$ cat src/rtl/ram_out_reader.sv
// ram_out_reader: streams a finished output image from the output-pixel BRAM
// in raster order onto a valid/ready pixel stream.
// Ports:
//   clk, rst_n        - single clock, asynchronous active-low reset
//   start             - one-cycle pulse that begins a frame (ignored while busy)
//   busy, done        - frame in progress / one-cycle completion pulse
//   rd_addr, rd_data  - RAM read port (1-cycle registered read latency)
//   m_valid, m_ready  - downstream stream handshake
//   m_data, m_last    - pixel value and end-of-frame marker
module ram_out_reader #(
    parameter int unsigned W               = 64,
    parameter int unsigned H               = 64,
    parameter int unsigned TOTAL_PIXEL     = W * H,
    parameter int unsigned TOTAL_PIXEL_BIT = (W * H > 1) ? $clog2(W * H) : 1
) (
    input  logic                       clk,
    input  logic                       rst_n,
    input  logic                       start,
    output logic                       busy,
    output logic                       done,
    output logic [TOTAL_PIXEL_BIT-1:0] rd_addr,
    input  logic [7:0]                 rd_data,
    output logic                       m_valid,
    input  logic                       m_ready,
    output logic [7:0]                 m_data,
    output logic                       m_last
);

    // Counter one bit wider than the address so a power-of-two frame terminates.
    localparam int unsigned              CW        = TOTAL_PIXEL_BIT + 1;
    localparam logic [CW-1:0]            LAST_IDX  = CW'(TOTAL_PIXEL - 1);
    localparam logic [TOTAL_PIXEL_BIT-1:0] LAST_ADDR = TOTAL_PIXEL_BIT'(TOTAL_PIXEL - 1);

    typedef enum logic [1:0] {
        S_IDLE  = 2'd0,
        S_READ  = 2'd1,
        S_DRAIN = 2'd2
    } state_t;

    state_t                     r_state;
    state_t                     w_state_next;

    logic [TOTAL_PIXEL_BIT-1:0] r_rd_addr;
    logic [CW-1:0]              r_issued;
    logic                       r_inflight;
    logic                       r_inflight_last;
    logic                       r_busy;
    logic                       r_done;

    // Two-entry prefetch FIFO held as head/tail registers; head drives the stream.
    logic [1:0]                 r_count;
    logic                       r_m_valid;
    logic [7:0]                 r_head_data;
    logic                       r_head_last;
    logic [7:0]                 r_tail_data;
    logic                       r_tail_last;

    logic                       w_accept;
    logic                       w_issue;
    logic                       w_issue_last;
    logic                       w_pop;
    logic                       w_push;
    logic                       w_final_pop;
    logic [2:0]                 w_occ;
    logic [1:0]                 w_count_next;

    // State register
    always_ff @(posedge clk or negedge rst_n) begin
        if (!rst_n) begin
            r_state <= S_IDLE;
        end else begin
            r_state <= w_state_next;
        end
    end

    // Next-state and read-issue decisions
    always_comb begin
        w_state_next = r_state;
        w_accept     = 1'b0;
        w_issue      = 1'b0;
        w_issue_last = 1'b0;
        w_final_pop  = 1'b0;
        w_pop        = r_m_valid & m_ready;
        w_push       = r_inflight;
        // Slots already committed: stored entries plus the read still in the RAM pipe.
        w_occ        = {1'b0, r_count} + {2'b00, r_inflight};
        w_count_next = r_count + {1'b0, w_push} - {1'b0, w_pop};

        case (r_state)
            S_IDLE: begin
                // The done cycle still counts as busy, so a start there is dropped.
                if (start && !r_done) begin
                    w_accept     = 1'b1;
                    w_state_next = S_READ;
                end
            end
            S_READ: begin
                if (w_occ < (3'd2 + {2'b00, w_pop})) begin
                    w_issue = 1'b1;
                    if (r_issued == LAST_IDX) begin
                        w_issue_last = 1'b1;
                        w_state_next = S_DRAIN;
                    end
                end
            end
            S_DRAIN: begin
                if (w_pop && r_head_last) begin
                    w_final_pop  = 1'b1;
                    w_state_next = S_IDLE;
                end
            end
            default: begin
                w_state_next = S_IDLE;
            end
        endcase
    end

    // Address sequencing, in-flight tracking and frame status
    always_ff @(posedge clk or negedge rst_n) begin
        if (!rst_n) begin
            r_rd_addr       <= '0;
            r_issued        <= '0;
            r_inflight      <= 1'b0;
            r_inflight_last <= 1'b0;
            r_busy          <= 1'b0;
            r_done          <= 1'b0;
        end else begin
            if (w_accept) begin
                r_rd_addr <= '0;
                r_issued  <= '0;
            end else if (w_issue) begin
                r_issued <= r_issued + CW'(1);
                // Saturate so the address never wraps back into the frame.
                if (r_rd_addr != LAST_ADDR) begin
                    r_rd_addr <= r_rd_addr + TOTAL_PIXEL_BIT'(1);
                end
            end
            r_inflight      <= w_issue;
            r_inflight_last <= w_issue_last;
            r_done          <= w_final_pop;
            if (w_accept) begin
                r_busy <= 1'b1;
            end else if (r_done) begin
                r_busy <= 1'b0;
            end
        end
    end

    // Prefetch FIFO: head only changes on pop or when filling an empty FIFO
    always_ff @(posedge clk or negedge rst_n) begin
        if (!rst_n) begin
            r_count     <= 2'd0;
            r_m_valid   <= 1'b0;
            r_head_data <= 8'd0;
            r_head_last <= 1'b0;
            r_tail_data <= 8'd0;
            r_tail_last <= 1'b0;
        end else begin
            assert (!(w_push && !w_pop && (r_count == 2'd2)))
                else $error("ram_out_reader: push into full prefetch FIFO");
            r_count   <= w_count_next;
            r_m_valid <= (w_count_next != 2'd0);
            case (r_count)
                2'd0: begin
                    if (w_push) begin
                        r_head_data <= rd_data;
                        r_head_last <= r_inflight_last;
                    end
                end
                2'd1: begin
                    if (w_push && w_pop) begin
                        r_head_data <= rd_data;
                        r_head_last <= r_inflight_last;
                    end else if (w_push) begin
                        r_tail_data <= rd_data;
                        r_tail_last <= r_inflight_last;
                    end
                end
                default: begin
                    if (w_pop) begin
                        r_head_data <= r_tail_data;
                        r_head_last <= r_tail_last;
                        if (w_push) begin
                            r_tail_data <= rd_data;
                            r_tail_last <= r_inflight_last;
                        end
                    end
                end
            endcase
        end
    end

    assign busy    = r_busy;
    assign done    = r_done;
    assign rd_addr = r_rd_addr;
    assign m_valid = r_m_valid;
    assign m_data  = r_head_data;
    assign m_last  = r_head_last;

endmodule

$ cat config.mk
export PLATFORM = sky130hd
export DESIGN_NAME = ram_out_reader
export DESIGN_NICKNAME = d
export VERILOG_FILES = /design/src/rtl/ram_out_reader.sv
export SDC_FILE = /design/constraint.sdc
export NUM_CORES = 1
export LEC_CHECK = 0
export CORE_UTILIZATION = 54
export CTS_CLUSTER_SIZE = 30
export DETAILED_ROUTE_END_ITERATION = 10
export GPL_ROUTABILITY_DRIVEN = 0
export PLACE_DENSITY = 0.79
export SLEW_MARGIN = 20
export SYNTH_ARGS = -nofsm -noshare
export SYNTH_HDL_FRONTEND = slang
export SYNTH_SLANG_ARGS = --single-unit
export TNS_END_PERCENT = 50
$ cat constraint.sdc
create_clock -name clk -period 2.3 [get_ports clk]
set_input_delay 0.46 -clock clk [delete_from_list [all_inputs] [get_ports clk]]
set_output_delay 0.46 -clock clk [all_outputs]
set_load 0.02 [all_outputs]
After elaboration in Yosys (flattened, before gate mapping):

Index checks and enable logic that the tools add are counted.

* bits of input ports: 12
* output and inout bits: 24
* flip-flop bits (word level): 52

* multiplexer cells: 37
* $add $sub $neg: 6
* reduce and logical (&&, ||, !) cells: 16
* eq/ne operators: 12
* bitwise gates (word level): 2
* $lt $le $gt $ge: 1

Operators with widths (count)
* 8-bit 2-to-1 mux: 6
* 12-bit 2-to-1 mux: 3
* 8-bit one-hot mux with 2 select lines: 2
* 13-bit 2-to-1 mux: 2
* 1-bit 2-to-1 mux: 17
* 2-bit != test (second input constant): 7
* 13-bit by 1-bit adder with 13-bit output (second input constant): 1
* 13-bit by 12-bit equality test with 1-bit output (second input constant): 1
* 12-bit by 1-bit adder with 12-bit output (second input constant): 1
* 12-bit != test (second input constant): 1
* 2-bit nonzero test: 5
* 2-bit 2-to-1 mux: 4
* 2-bit one-hot mux with 3 select lines: 1
* 3-bit AND reduction: 2
* 2-bit by 1-bit equality test with 1-bit output (second input constant): 2
* 2-bit zero test: 2
* 1-bit one-hot mux with 2 select lines: 2
* 4-bit AND reduction: 1
* 2-bit by 1-bit adder with 3-bit output: 1
* 2-bit by 1-bit adder with 3-bit output (first input constant): 1
* 1-bit logical AND: 3
* 3-bit < comparator: 1
* 3-bit nonzero test: 1
* 2-bit by 1-bit adder with 2-bit output: 1
* other kinds (6): 6

Depth between registers and ports, before layout:

* depth in word-level cells: 7
* depth in mapped cells: 9
* mapped depth without buffers: 8

Worst setup path before layout:

OpenSTA, ideal clock, no wires.

* kind: reg-to-reg
* start: register r_inflight
* end: register r_issued[5]
* setup time: 131 ps
* slack: 229 ps
* stages on the path, launching flop included: 8
* data arrival time: 1941 ps
* cells stage by stage: dfrtp_1 ha_1 ha_1 or3b_1 a21o_4 or3_1 xor2_1 nor2_2

* word-level cells in the longest chain between the ends: 5

RTL lines
* start: declaration: RTL line 45 `logic r_inflight;`
* start signal: assignment: RTL line 138 `r_inflight <= w_issue;`
* 2-bit by 1-bit adder with 3-bit output: RTL line 86 `w_occ = {1'b0, r_count} + {2'b00, r_inflight};`
* 3-bit < comparator: RTL line 98 `if (w_occ < (3'd2 + {2'b00, w_pop})) begin`
* 1-bit 2-to-1 mux: RTL line 98
* 1-bit 2-to-1 mux: RTL line 89 `case (r_state)`
* 2-bit nonzero test (no line)
* end signal: assignment: RTL line 132 `r_issued <= r_issued + CW'(1);`
* end: declaration: RTL line 44 `logic [CW-1:0] r_issued;`

Every way passes these cells.
A chain may end at the register's enable or synchronous reset.

Final worst setup path:

* start: register r_count[0]
* end: register r_issued[5]

* word-level cells in the longest chain between the ends: 5

RTL lines
* start: declaration: RTL line 51 `logic [1:0] r_count;`
* start signal: assignment: RTL line 161 `r_count <= w_count_next;`
* 2-bit by 1-bit adder with 3-bit output: RTL line 86
* 3-bit < comparator: RTL line 98
* 1-bit 2-to-1 mux: RTL line 98
* 1-bit 2-to-1 mux: RTL line 89
* 2-bit nonzero test (no line)

Every way passes these cells.

==> summary.txt <==
Status -> complete, no violations
Fmax achieved -> 458 MHz
Clk_skew -> 0.0124 ns
# clock sinks -> 52
Number of core rows -> 24
Initial Utilization -> 56.7%
IO Pins -> 36
DR pass1 iterations -> 4
Final Critical Period -> 2.18 ns
# fillers -> 328
Core area -> 0.00441 sq mm
First-pass GRT wire length -> 8520 um
Number of CTS-inserted buffers -> 5
Post-Syn Nets -> 247
Post-synthesis async set-or-reset flop share -> 100%
RSZ-0062 raised after global routing -> false
Startpoint Class -> flop
Seq/Total Area, Yosys -> 52.0%
Core Util, Final -> 70.5%
GRT Overall Usage -> 21.9%
Area delta synth->final -> 24.5%
Yosys warning total -> 0
Rel. slew slack -> 65.4%
Total gr overflow -> 0
Largest net degree at the start of global routing -> 34
VDD IR-drop max -> 0.732 mV
Ranking of synthesized cells by area -> dfrtp_1, mux2i_1, mux2_2
Critical path capture point type -> flop
Final setup violation count -> 0
Resize count post-CTS -> 0
Vias per Instance -> 5.76
Final hold vios -> 0
CTS tree -> done
DP HPWL -> 3450 um
Port buffer count -> 35
Hold Crit Class -> in -> async
First DRT Iteration DRCs -> 91
Final net count -> 289
Yosys reg bits -> 52
Remaining antenna violation count after routing -> 0
Die area -> 0.00491 sq mm
Slew Viols, Final -> 0
H-tree depth -> 2
Syn avg cell area -> 10.9 sq um
Wire per inst -> 15.0 um
Synthesized area -> 0.00250 sq mm
PwrDens -> 1280 mW/mm^2
Diodes inserted -> 0
Post-Route WL -> 4850 um
Layout cell share with drive strength beyond 1 -> 12.5%
CTS root buffer -> clkbuf_8
Post-synth top area share -> 52.0%
CTS clk-pin slew, worst paths -> 0.10 ns
Mapped Cells -> 229
Worst-Margin Slew -> 0.506 ns
Synth area leader -> dfrtp_1
Remaining DRCs -> 0
Crit path DAT -> 2.37 ns
Total number of vias -> 1865
Period utilization -> 94.8%
Post-CTS setup buffers -> 0
Cts hold-fix bufs -> 0
Most common cell after layout, fill and taps aside -> dfrtp_1
Die Ht -> 70.1 um
Fin Setup TNS -> 0 ns
WS Path Type -> reg -> reg
Netlist cell types -> 42
Pleak -> 0.00138 uW
MaxCap Viol Count -> 0
Initial antenna violation count -> 0
Vias in the first global route -> 1837
Die Wd -> 70.1 um
Most frequent cells in the layout -> dfrtp_1, clkdlybuf4s50_1, nor2_1, nand2_1, mux2i_1
EDFF count, synth -> 0
Max FO, Critical Path -> 7
Clk Latency, worst-skew pair -> 0.30 ns
Req. time, crit path -> 2.49 ns
Clock tree buffer depth -> 2
Primary FF master, synth -> dfrtp_1
stage by stage:
step / instance area, sq um / cells / hold slack [ns] / setup slack, ns / total power, uW
6_report: 3110 / 324 / 0.109 / 0.119 / 3970
5_1_grt: 3110 / 324 / 0.138 / 0.0157 / 4240
4_1_cts: 3110 / 323 / 0.124 / 0.0669 / 3990
3_5_place_dp: 2950 / 315 / 0.454 / 0.0641 / 3150
3_3_place_gp: 2950 / 315 / 0.448 / 0.0836 / 3070
2_1_floorplan: 2500 / 229 / 0.164 / 0.229 / 2570
critical path: stages (launching register included):
cell     delay (ns)
dfrtp_1        0.41
ha_1           0.19
ha_1           0.19
or3b_1         0.38
a21o_4         0.26
or3_1          0.40
xor2_1         0.19
nor2_2         0.04
final cells by class:
cell class / count / area (sq um) / share of cell area, %
Clock buffer: 5 / 68.8 / 2.21
Clock inverter: 3 / 90.1 / 2.89
Timing Repair Buffer: 41 / 415 / 13.3
Multi-Input combinational cell: 165 / 1140 / 36.6
Inverter: 6 / 35.0 / 1.12
Tap cell: 52 / 65.1 / 2.09
Sequential cell: 52 / 1300 / 41.8
where the power goes:
| group | total, uW | switching [uW] | leakage, uW | internal (uW) |
|---|---|---|---|---|
| Combinational | 1700 | 919 | 0.000653 | 784 |
| Sequential | 1430 | 226 | 0.000651 | 1210 |
| Clock | 837 | 294 | 0.0000784 | 544 |
| Total | 3970 | 1440 | 0.00138 | 2530 |
state kept, by name, summed over array words and instances (netlist names):
register         flops
r_tail_last          1
busy                 1
r_count              2
r_tail_data          8
done                 1
m_valid              1
rd_addr             12
r_inflight_last      1
r_inflight           1
r_state              2
r_issued            13
m_data               8
m_last               1
synth_stat cells, types with 2 or more instances:
library cell and instances:
a21oi_1 11, nand2_1 17, or3_1 2, nor3_1 3, dfrtp_1 52, mux2_2 9, xnor2_1 6, mux2i_1 12
and2_1 4, nand4_1 11, ha_1 6, and4_1 3, xor2_1 9, nand3_1 10, o21ai_0 8, inv_1 5
nor2_2 2, nor2_1 23, o211ai_1 2, clkbuf_1 4, and3_1 9
cells by family after synthesis:
logic type	Yosys count	share of synthesized area, %
xor gates and xnor gates	15	5.25
adders and majority gates	6	3.00
muxes	21	8.85
and+or+nand+nor	95	20.7
buffers and inverters	12	2.50
DFF	52	52.0
AOI/OAI and AO/OA	28	7.75
per-layer routing:
metal / share of wire [%] / track usage [%] / up-vias
met5: 0 / 0 / -
met4: 1.5 / 7.11 / 0
met3: 4.1 / 4.62 / 8
met2: 47 / 32.6 / 37
met1: 48 / 32.2 / 926
li1: - / - / 894
final timing paths:
path,start,to,slack [ns],cells past startpoint
min reg2reg,r_tail_data[4],r_tail_data[4],0.51,1
max,r_count[0],r_issued[5],0.12,7
max reg2reg,r_count[0],r_issued[5],0.12,7
min,rst_n,rd_addr[4],0.11,1
min in group clk,r_tail_data[4],r_tail_data[4],0.51,1
max in group asynchronous,rst_n,r_issued[10],1.66,2
Power figures use the tool's default switching activity.
